===== src/rtl/bus_pkg.sv =====
`default_nettype none
// ============================================================================
// bus_pkg : shared bus constants, master indices and DMA state encodings
// Revision : 1.0
// ============================================================================
package bus_pkg;

  localparam int c_aw = 8;
  localparam int c_dw = 32;
  localparam int c_lw = 8;

  localparam logic M0 = 1'b0;
  localparam logic M1 = 1'b1;

  typedef enum logic [2:0] {
    ST_IDLE = 3'd0,
    ST_REQ  = 3'd1,
    ST_RD   = 3'd2,
    ST_CAP  = 3'd3,
    ST_WR   = 3'd4,
    ST_DONE = 3'd5
  } dma_state_t;

endpackage
`default_nettype wire


===== src/rtl/dma_addr_cnt.sv =====
`default_nettype none
// ============================================================================
// dma_addr_cnt : source/destination word incrementers and length down-counter
// Revision : 1.0
// ============================================================================
module dma_addr_cnt
  import bus_pkg::*;
#(
  parameter int AW = c_aw,
  parameter int LW = c_lw
) (
  input  logic          clk,
  input  logic          reset_n,
  input  logic          i_load,
  input  logic          i_advance,
  input  logic [AW-1:0] i_src,
  input  logic [AW-1:0] i_dst,
  input  logic [LW-1:0] i_len,
  output logic [AW-1:0] o_src,
  output logic [AW-1:0] o_dst,
  output logic          o_last
);

  logic [AW-1:0] r_src;
  logic [AW-1:0] r_dst;
  logic [LW-1:0] r_cnt;

  // Addresses wrap naturally at 2^AW
  always_ff @(posedge clk or negedge reset_n) begin
    if (!reset_n) begin
      r_src <= '0;
      r_dst <= '0;
      r_cnt <= '0;
    end else if (i_load) begin
      r_src <= i_src;
      r_dst <= i_dst;
      r_cnt <= i_len;
    end else if (i_advance) begin
      r_src <= r_src + AW'(1);
      r_dst <= r_dst + AW'(1);
      r_cnt <= r_cnt - LW'(1);
    end
  end

  assign o_src  = r_src;
  assign o_dst  = r_dst;
  assign o_last = (r_cnt == LW'(1));

endmodule
`default_nettype wire


===== src/rtl/bus_dma_master.sv =====
`default_nettype none
// ============================================================================
// bus_dma_master : master-1 word copy engine; DMA_FILL_EN adds constant fill
// Revision : 1.0
// ============================================================================
module bus_dma_master
  import bus_pkg::*;
#(
  parameter int AW = c_aw,
  parameter int DW = c_dw,
  parameter int LW = c_lw
) (
  input  logic          clk,
  input  logic          reset_n,
  input  logic          start,
  input  logic [AW-1:0] src,
  input  logic [AW-1:0] dst,
  input  logic [LW-1:0] len,
  output logic          m_req,
  input  logic          m_grant,
  output logic          m_wr,
  output logic [AW-1:0] m_addr,
  output logic [DW-1:0] m_dout,
  input  logic [DW-1:0] m_din,
`ifdef DMA_FILL_EN
  input  logic          fill_mode,
  input  logic [DW-1:0] fill_data,
`endif
  output logic          busy,
  output logic          done
);

  dma_state_t    r_state;
  logic [DW-1:0] r_data;
  logic          r_req;
  logic          r_busy;
  logic          r_done;
  logic          w_fill;
  logic          w_load;
  logic          w_advance;
  logic          w_last;
  logic          w_rd_cyc;
  logic          w_wr_cyc;
  logic [AW-1:0] w_src;
  logic [AW-1:0] w_dst;

`ifdef DMA_FILL_EN
  logic r_fill;
  always_ff @(posedge clk or negedge reset_n) begin
    if (!reset_n)                         r_fill <= 1'b0;
    else if (r_state == ST_IDLE && start) r_fill <= fill_mode;
  end
  assign w_fill = r_fill;
`else
  assign w_fill = 1'b0;
`endif

  assign w_load    = (r_state == ST_IDLE) && start;
  // Only a granted WR commits a word; aborted words leave the pointers alone
  assign w_advance = (r_state == ST_WR) && m_grant;

  dma_addr_cnt #(
    .AW(AW),
    .LW(LW)
  ) u_addr_cnt (
    .clk      (clk),
    .reset_n  (reset_n),
    .i_load   (w_load),
    .i_advance(w_advance),
    .i_src    (src),
    .i_dst    (dst),
    .i_len    (len),
    .o_src    (w_src),
    .o_dst    (w_dst),
    .o_last   (w_last)
  );

  always_ff @(posedge clk or negedge reset_n) begin
    if (!reset_n) begin
      r_state <= ST_IDLE;
      r_data  <= '0;
      r_req   <= 1'b0;
      r_busy  <= 1'b0;
      r_done  <= 1'b0;
    end else begin
      r_done <= 1'b0;
      case (r_state)
        ST_IDLE: begin
          if (start) begin
            r_busy <= 1'b1;
`ifdef DMA_FILL_EN
            r_data <= fill_data;
`endif
            if (len == '0) begin
              r_state <= ST_DONE;
              r_done  <= 1'b1;
            end else begin
              r_state <= ST_REQ;
              r_req   <= 1'b1;
            end
          end
        end
        ST_REQ: begin
          if (m_grant) r_state <= w_fill ? ST_WR : ST_RD;
        end
        ST_RD: begin
          r_state <= m_grant ? ST_CAP : ST_REQ;
        end
        ST_CAP: begin
          if (m_grant) begin
            r_data  <= m_din;
            r_state <= ST_WR;
          end else begin
            r_state <= ST_REQ;
          end
        end
        ST_WR: begin
          if (!m_grant) begin
            r_state <= ST_REQ;
          end else if (w_last) begin
            r_state <= ST_DONE;
            r_req   <= 1'b0;
            r_done  <= 1'b1;
          end else begin
            r_state <= w_fill ? ST_WR : ST_RD;
          end
        end
        ST_DONE: begin
          r_state <= ST_IDLE;
          r_busy  <= 1'b0;
        end
        default: begin
          r_state <= ST_IDLE;
          r_req   <= 1'b0;
          r_busy  <= 1'b0;
        end
      endcase
    end
  end

  // Bus lines are idle-zero unless this master holds the grant in RD or WR
  assign w_rd_cyc = (r_state == ST_RD) && m_grant;
  assign w_wr_cyc = (r_state == ST_WR) && m_grant;

  assign m_req  = r_req;
  assign m_wr   = w_wr_cyc;
  assign m_addr = w_rd_cyc ? w_src : (w_wr_cyc ? w_dst : '0);
  assign m_dout = w_wr_cyc ? r_data : '0;
  assign busy   = r_busy;
  assign done   = r_done;

endmodule
`default_nettype wire


===== config.mk =====
export PLATFORM = sky130hd
export DESIGN_NAME = bus_dma_master
export DESIGN_NICKNAME = d
export VERILOG_FILES = /design/src/rtl/bus_pkg.sv /design/src/rtl/dma_addr_cnt.sv /design/src/rtl/bus_dma_master.sv
export SDC_FILE = /design/constraint.sdc
export NUM_CORES = 1
export LEC_CHECK = 0
export ABC_AREA = 1
export CORE_AREA = 3 3 121 123
export CTS_CLUSTER_DIAMETER = 80
export DETAILED_ROUTE_END_ITERATION = 12
export DIE_AREA = 0 0 124 126
export PLACE_DENSITY = 0.54
export SETUP_SLACK_MARGIN = 0.02
export SLEW_MARGIN = 20
export SYNTH_ARGS = -nofsm -noshare
export SYNTH_HDL_FRONTEND = slang
export SYNTH_HIERARCHICAL = 1
export SYNTH_SLANG_ARGS = --single-unit

===== constraint.sdc =====
create_clock -name clk -period 1.7 [get_ports clk]
set_input_delay 0.425 -clock clk [delete_from_list [all_inputs] [get_ports clk]]
set_output_delay 0.425 -clock clk [all_outputs]
set_load 0.005 [all_outputs]

# Yosys cells after proc, flatten, opt, wreduce, memory -nomap -nowiden
# Index checks and enable logic that the tools add are counted.
dict set report totals {
  regBits 62
  out_inout_bits 44
  word_cells 65
}
dict set report op_classes {
  n_addsub 3
  eq_ne 11
  muxes 29
  n_bitwise 2
  n_reduce_logical 12
}
# op n
set op_table {}
lappend op_table {{$mux W8} 8}
lappend op_table {{$mux W32} 1}
lappend op_table {{$mux W3} 6}
lappend op_table {{$add A8 B1 Y8 const B} 2}
lappend op_table {{$pmux W3 S5} 1}
lappend op_table {{$mux W1} 9}
lappend op_table {{$eq A8 B1 Y1 const B} 1}
lappend op_table {{$logic_not A8 Y1} 1}
lappend op_table {{$ne A2 B2 Y1 const B} 4}
lappend op_table {{$reduce_or A4 Y1} 2}
lappend op_table {{$sub A8 B1 Y8 const B} 1}
lappend op_table {{$eq A3 B2 Y1 const B} 2}
lappend op_table {{$eq A3 B3 Y1 const B} 2}
lappend op_table {{$reduce_and A2 Y1} 3}
lappend op_table {{$reduce_and A5 Y1} 1}
lappend op_table {{$pmux W1 S2} 2}
lappend op_table {{$eq A3 B1 Y1 const B} 1}
lappend op_table {{$logic_and A1 B1 Y1} 3}
lappend op_table {{$logic_not A3 Y1} 1}
lappend op_table {{$pmux W1 S3} 1}
lappend op_table {{$mux W2} 1}
lappend op_table {{$ne A2 B1 Y1 const B} 1}
lappend op_table {{$not A1 Y1} 2}
lappend op_table {{$reduce_bool A2 Y1} 1}

# Logic depth before layout (Yosys ltp)
# Gate-level depths: netlist of run 1.
dict set report depth {
  ltp_word 4
  depth_mapped 11
  depth_no_buf 11
}

# Cells and area by module
# The synthesis of run 1 kept the hierarchy.
# module instances cells_per_inst area_per_inst_um2
set modules_own_cells {}
lappend modules_own_cells {bus_dma_master 1 255 1961.9}
lappend modules_own_cells {dma_addr_cnt 1 181 1410.1}

# Worst setup path after synthesis of run 1
# No wires, ideal clock.
dict set report synth_timing {
  kind {reg2out}
  from {register r_state[0]}
  to {output m_addr[0]}
  arrival_time_ns 1.100
  required_ns 1.275
  path_slack_ns 0.175
  stages_incl_launch_ff 8
  path_buffers 0
  cell_sequence {dfrtp_1 -> inv_2 -> nand2_1 -> nor2_2 -> nand2_1 -> inv_2 -> nand2_1 -> o21ai_0}
}
dict set report synth_between {
  elab_chain_len 4
}
# item line_no
set synth_rtl {}
lappend synth_rtl {{start: declaration} bus_dma_master.sv:33} ;# dma_state_t r_state;
lappend synth_rtl {{start signal: assignment} bus_dma_master.sv:104} ;# if (m_grant) r_state <= w_fill ? ST_WR : ST_RD;
lappend synth_rtl {{start signal: assignment} bus_dma_master.sv:107} ;# r_state <= m_grant ? ST_CAP : ST_REQ;
lappend synth_rtl {{start signal: assignment} bus_dma_master.sv:125} ;# r_state <= w_fill ? ST_WR : ST_RD;
lappend synth_rtl {{$eq A3 B3 Y1} bus_dma_master.sv:143} ;# assign w_wr_cyc = (r_state == ST_WR) && m_grant;
lappend synth_rtl {{$logic_and A1 B1 Y1} bus_dma_master.sv:143}
lappend synth_rtl {{named net m_wr} bus_dma_master.sv:21} ;# output logic m_wr,
lappend synth_rtl {{$mux W8 (2 in a row)} bus_dma_master.sv:147} ;# assign m_addr = w_rd_cyc ? w_src : (w_wr_cyc ? w_dst : '0);
lappend synth_rtl {{end: declaration} bus_dma_master.sv:22} ;# output logic [AW-1:0] m_addr,
# The timed path passes the listed nets, and every way through them passes these cells.

# Worst setup path in the final report of run 1
dict set report layout_timing {
  from {register r_state[1]}
  to {output m_dout[1]}
}
dict set report layout_between {
  elab_chain_len 3
}
# item line_no
set layout_rtl {}
lappend layout_rtl {{$eq A3 B3 Y1} bus_dma_master.sv:143}
lappend layout_rtl {{$logic_and A1 B1 Y1} bus_dma_master.sv:143}
lappend layout_rtl {{$mux W32} bus_dma_master.sv:148} ;# assign m_dout = w_wr_cyc ? r_data : '0;
lappend layout_rtl {{end: declaration} bus_dma_master.sv:23} ;# output logic [DW-1:0] m_dout,
# No other way between the ends.

==> results by group, run 1 <==
Cells and area
  • Share of layout cells above drive strength 1: 0.371
  • Final #Nets: 660
  • Commonest non-fill, non-tap cell in the layout: dfrtp_1
  • Core Util, Final: 0.419
  • Most frequent cells in the layout: dfrtp_1, nor2_1, clkdlybuf4s50_1
  • Antenna diodes: 0
  • P&R area growth vs syn: 71.1%

Global route
  • Vias in the first global route: 3492
  • Largest net degree at the start of global routing: 63
  • First-pass GRT wire length: 16800 um
  • Initial antenna violation count: 0
  • GRT Residual Overflow: 0
  • GRT Util Overall: 0.135

Power and ir drop
  • Power density cells: 1410 nW/um^2
  • Lkg Pwr: 2.81 nW
  • Sequential power share: 0.322
  • Gate power share: 0.438
  • Worst ir drop on vdd: 0.556 mV
  • Power share of the clock group: 0.240
  • Switching power share of the total: 0.376
  • P_sw: 3.05 mW
  • Total internal power: 5.06 mW

STA
  • Post-route minimum period: 2120 ps
  • Final number of setup-violating endpoints: 64
  • RSZ-0062 raised after global routing: true
  • Slew HR: 0.765
  • Final Slew Violations: 0
  • FMAX: 472 MHz
  • Setup TNS: -16060 ps
  • Final period util: 1.25
  • Final hold viol count: 0
  • Final clock skew: 6.12 ps
  • Worst slew pin tran: 352 ps
  • Worst Setup Slack, final: -417 ps

Worst setup path
  • CP startpoint kind: register
  • Crit path capture type: output port
  • Worst-path fanout max: 8
  • Arr. time, crit path: 1690 ps
  • CP Class: reg -> out
  • CP Data Required Time: 1270 ps

Synth
  • Cell Area, Synth: 3370 sq um
  • Synthesis Warnings: 6
  • Yosys cell types: 26
  • Seq/Total Area, Yosys: 0.460
  • Post-synth net total: 500
  • Gate Count Post-Synth: 436
  • Post-synthesis area per instance: 7.73 sq um
  • Synthesized flop and latch total: 62

Die
  • Die area: 15600 sq um
  • Initial Util: 0.245
  • Core box area: 13800 sq um
  • Die height: 126 um
  • Num ports: 104
  • Row count: 43
  • Width of the die: 124 um

Clocking
  • Clock Latency Late Sink: 330 ps
  • # H-tree levels: 3
  • # hold bufs at CTS: 0
  • CTS max path bufs: 2
  • CTS tree: yes
  • Clock root buffer master: clkbuf_16
  • Sink Count: 62
  • TritonCTS Buffers: 9
  • Clk slew on worst S/H paths: 50 ps

Job
  • Max-cap violation count: 0

Worst hold path
  • Min-delay worst type: in -> async

Placement
  • HPWL after DPL: 7000 um
  • Routability cong.: 0.814
  • Buffers on Ports: 103

Detailed routing
  • Number of DRC markers in iteration 0: 172
  • Routed WL per cell: 13.9 um
  • Via count: 3449
  • Antenna viol nets, final: 0
  • # DRC: 0
  • Routed wire length: 10800 um
  • DR pass1 iterations: 4
  • Vias per cell: 4.42

Status
  • Status: complete, but fails checks
  • Failing checks: setup timing
[cells by family (layout without fill, tap and decap cells)]
logic type               count (synthesis)  in the layout  share of synthesized area
AO/OA/AOI/OAI                           83             83                      0.161
adder cells (fa/ha/maj)                  4              4                     0.0148
AND/OR/NAND/NOR                        197            197                      0.236
flip-flops                              62             62                      0.460
buffers and inverters                   83            248                      0.110
XOR/XNOR                                 7              7                     0.0182
[path summary, 6_finish.rpt]
check	from	slack, ps	cells past startpoint	end
min in group clk	m_req	480	2	m_req
min reg2reg	m_req	480	2	m_req
max reg2reg	r_state[1]	-180	14	u_addr_cnt/o_src[3]
max	r_state[1]	-420	9	m_dout[1]
min	reset_n	120	2	r_data[17]
max in group asynchronous	reset_n	1300	2	u_addr_cnt/o_dst[6]
[cell type report]
class                      count  area, sq um
tap                          180          225
timing repair inverter         1         7.51
timing repair buffer         164         1510
sequential                    62         1550
clock buffer                  12          246
clock inverter                 4         70.1
fill                        1352         8000
inverter                      67          269
multi-input combinational    291         1890
[repair_timing]
| action | CTS | global route |
|---|---|---|
| resized for setup | 247 | 80 |
| setup endpoints to repair | 60 | 68 |
| pin swaps | 8 | 17 |
| endpoints found under the hold margin | 0 | 0 |
| buffers inserted | 13 | 10 |
| gates cloned | 6 | 0 |
[Yosys cell counts (all sizes together)]
cell	n	area (sq um)
nor2	91	347
nand2	74	280
inv	67	251
dfrtp	62	1550
a21oi	38	254
nand3	28	145
o21ai	20	100
a22oi	16	120
buf	16	120
xor2	6	52.6
ha	4	50.1
o211ai	4	30.0
nand4	3	18.8
o21bai	3	22.5
a31oi	1	6.26
nor3	1	5.00
o22a	1	8.76
xnor2	1	8.76
[per-layer routing]
| metal | vias to the layer above | GRT usage | share of wire |
|---|---|---|---|
| met5 | - | 0 | 0 |
| met4 | 0 | 0.0522 | 0.014 |
| met3 | 12 | 0.0225 | 0.065 |
| met2 | 113 | 0.228 | 0.48 |
| met1 | 1619 | 0.171 | 0.44 |
| li1 | 1705 | - | - |
[stage by stage]
step / instances / power [mW] / setup WS (ps) / cell area, sq um / hold WS [ps]
global route: 781 / 8.74 / -464 / 5770 / 145
detailed placement: 741 / 5.42 / -779 / 4840 / 476
global placement: 741 / 5.34 / -722 / 4840 / 463
finish: 781 / 8.11 / -417 / 5770 / 115
CTS: 774 / 7.82 / -381 / 5460 / 133
floorplan: 436 / 4.27 / 175 / 3370 / 129
[state kept, by name, summed over array words and instances, names as in the netlist]
name              count
u_addr_cnt/r_cnt      8
done                  1
u_addr_cnt/o_dst      8
m_req                 1
busy                  1
r_data               32
u_addr_cnt/o_src      8
r_state               3
[worst max-delay path, stage by stage, from the launching register on]
cell and delay [ps]:
dfrtp_1 390, inv_2 90, nand2_4 60, nor2_4 110
nand2_4 70, buf_6 140, buf_6 130, buf_16 150
nor2_1 100, buf_2 120
[power groups by stage]
stage / Clock, mW / Combinational, mW / Sequential [mW]
after global placement: 0 / 2.80 / 2.54
final: 1.95 / 3.55 / 2.61
after CTS: 2.02 / 3.25 / 2.55
after detailed placement: 0 / 2.87 / 2.54
after floorplan: 0 / 1.76 / 2.52
after global routing: 2.07 / 3.98 / 2.69
No activity file was read; power rests on OpenSTA's default activity.
==> run 2: changes to the inputs <==
==> constraint.sdc (replaced) <==
create_clock -name clk -period 1.7 [get_ports clk]
set_input_delay 0.34 -clock clk [delete_from_list [all_inputs] [get_ports clk]]
set_output_delay 0.34 -clock clk [all_outputs]
set_load 0.005 [all_outputs]
==> results by group, run 2 (synthesis results as in run 1) <==
Status
  • Status: complete, but fails checks
  • Failing checks: setup timing

Placement
  • Buffers on Ports: 103
  • Placed cell count: 733
  • Post-DP Area: 4790 sq um
  • HPWL after DPL: 6920 um
  • Routability cong.: 0.808
  • Pre-CTS WS: -606 ps

Job
  • Max-cap violation count: 0

Worst setup path
  • CP Class: reg -> out
  • CP Data Required Time: 1360 ps
  • R2R cell count: 14
  • Crit path capture type: output port
  • Reg2reg end: u_addr_cnt/o_src[0]
  • R2r setup slk: -290 ps
  • CP startpoint kind: register
  • Arr. time, crit path: 1660 ps
  • Worst-path fanout max: 8
  • Worst r2r src: r_state[0]

Cells and area
  • Final #Nets: 650
  • Most frequent cells in the layout: nor2_1, nand2_1, dfrtp_1
  • Largest reg by FF count: r_data
  • Non-Filler Instances: 771
  • P&R area growth vs syn: 64.6%
  • Final non-filler cell area: 5550 sq um
  • Commonest non-fill, non-tap cell in the layout: nor2_1
  • Share of layout cells above drive strength 1: 0.328
  • Antenna diodes: 0
  • Max reg flops: 32
  • # fillers: 1398

Global route
  • Largest net degree at the start of global routing: 63
  • Vias in the first global route: 3411
  • GRT Residual Overflow: 0
  • GRT Util Overall: 0.134
  • First-pass GRT wire length: 16700 um
  • Initial antenna violation count: 1

Detailed routing
  • # DRC: 0
  • Antenna viol nets, final: 0
  • Via count: 3438
  • DR pass1 iterations: 4
  • Number of DRC markers in iteration 0: 197
  • Routed WL per cell: 13.9 um
  • Routed wire length: 10700 um
  • Vias per cell: 4.46

STA
  • Final period util: 1.18
  • Final Slew Violations: 0
  • Final number of setup-violating endpoints: 64
  • Worst slew pin tran: 357 ps
  • Final hold viol count: 0
  • Worst Setup Slack, final: -303 ps
  • Slew HR: 0.762
  • Fin Hold WS: 30.6 ps
  • FMAX: 499 MHz
  • RSZ-0062 raised after global routing: true
  • Post-route minimum period: 2000 ps
  • Final clock skew: 4.76 ps

Power and ir drop
  • Worst ir drop on vdd: 0.510 mV
  • Power density cells: 1410 nW/um^2
  • Total internal power: 4.88 mW
  • Switching power share of the total: 0.377
  • Sequential power share: 0.335
  • Pwr Total: 7.82 mW
  • Lkg Pwr: 2.69 nW
  • P_sw: 2.95 mW
  • Gate power share: 0.429
  • Power share of the clock group: 0.235

Die
  • Initial Util: 0.245
  • Die area: 15600 sq um
  • Width of the die: 124 um
  • Num ports: 104
  • Row count: 43
  • Die height: 126 um
  • Core box area: 13800 sq um

Clocking
  • CTS tree: yes
  • Clock Latency Late Sink: 320 ps
  • Clock root buffer master: clkbuf_16
  • Clk slew on worst S/H paths: 50 ps
  • # hold bufs at CTS: 0
  • CTS max path bufs: 2
  • TritonCTS Buffers: 9
  • # H-tree levels: 3
  • Sink Count: 62

Worst hold path
  • Min-delay worst type: in -> async
run 2: cell count changes in the layout (fill, tap and decap cells not counted), sizes merged:
cell / previous run / this run
buf: 103 / 91
clkbuf: 12 / 14
bufinv: 2 / 1
clkdlybuf4s50: 59 / 60
dlymetal6s2s: 1 / 0
inv: 66 / 67
run 2: per-stage QoR:
stage / TNS [ps] / util
2_1_floorplan: 0 / -
3_3_place_gp: -22900 / 0.348
3_5_place_dp: -23000 / 0.348
4_1_cts: -14400 / 0.383
5_1_grt: -19470 / 0.403
6_report: -13900 / 0.403
run 2: power groups by stage:
stage          combinational [mW]  clock, mW  sequential (mW)
6_report                     3.36       1.84             2.62
5_1_grt                      3.76       1.97             2.71
4_1_cts                      3.06       1.89             2.58
3_5_place_dp                 2.77          0             2.58
3_3_place_gp                 2.70          0             2.58
2_1_floorplan                1.76          0             2.52
run 2: final cells by class:
cell class | instances | area (sq um) | share of cell area
multi-input cells | 291 | 1800 | 0.324
flip-flops and latches | 62 | 1550 | 0.280
repair buffers | 154 | 1410 | 0.253
clock buffers | 12 | 256 | 0.0462
inverters | 67 | 256 | 0.0462
well taps | 180 | 225 | 0.0406
clock inverters | 4 | 45.0 | 0.00812
repair inverters | 1 | 7.51 | 0.00135
run 2: critical path, cell delays in order (launching register included):
cell     delay [ps]
dfrtp_1         390
inv_2            80
nand2_4          60
nor2_4          150
nand2_8          80
buf_12          150
buf_4           200
nor2_1          100
buf_2           130
run 2: repair_timing:
action | in CTS | in global routing
setup buffers | 11 | 8
gates resized for setup | 221 | 58
setup endpoints to repair | 58 | 66
cloned | 5 | 1
endpoints found under the hold margin | 0 | 0
pin swaps | 8 | 17
run 2: worst max path at each step:
stage / start / to / slack [ps] / depth (start not counted)
6_report: r_state[0] / m_dout[9] / -300 / 8
5_1_grt: r_state[0] / m_addr[4] / -390 / 10
4_1_cts: r_state[0] / m_addr[5] / -290 / 10
3_5_place_dp: m_grant / m_addr[1] / -610 / 6
3_3_place_gp: m_grant / m_addr[0] / -550 / 6
2_1_floorplan: r_state[0] / u_addr_cnt/o_dst[6] / 180 / 11
run 2: metal layers:
| metal | GRT usage | wire length [um] | vias up |
|---|---|---|---|
| met4 | 0.0548 | 151 | 2 |
| met3 | 0.0355 | 858 | 14 |
| li1 | - | - | 1686 |
| met5 | 0 | 13 | - |
| met1 | 0.167 | 4620 | 1620 |
| met2 | 0.218 | 5040 | 116 |
==> run 3: changes to the inputs <==
--- a/config.mk
+++ b/config.mk
@@ -8,6 +8,7 @@
 export ABC_AREA = 1
 export CORE_AREA = 3 3 121 123
 export CTS_CLUSTER_DIAMETER = 80
+export CTS_CLUSTER_SIZE = 28
 export DETAILED_ROUTE_END_ITERATION = 12
 export DIE_AREA = 0 0 124 126
 export PLACE_DENSITY = 0.54
==> results of run 3 <==
Same layout as run 2: the final DEF is identical, and so are final timing and power.
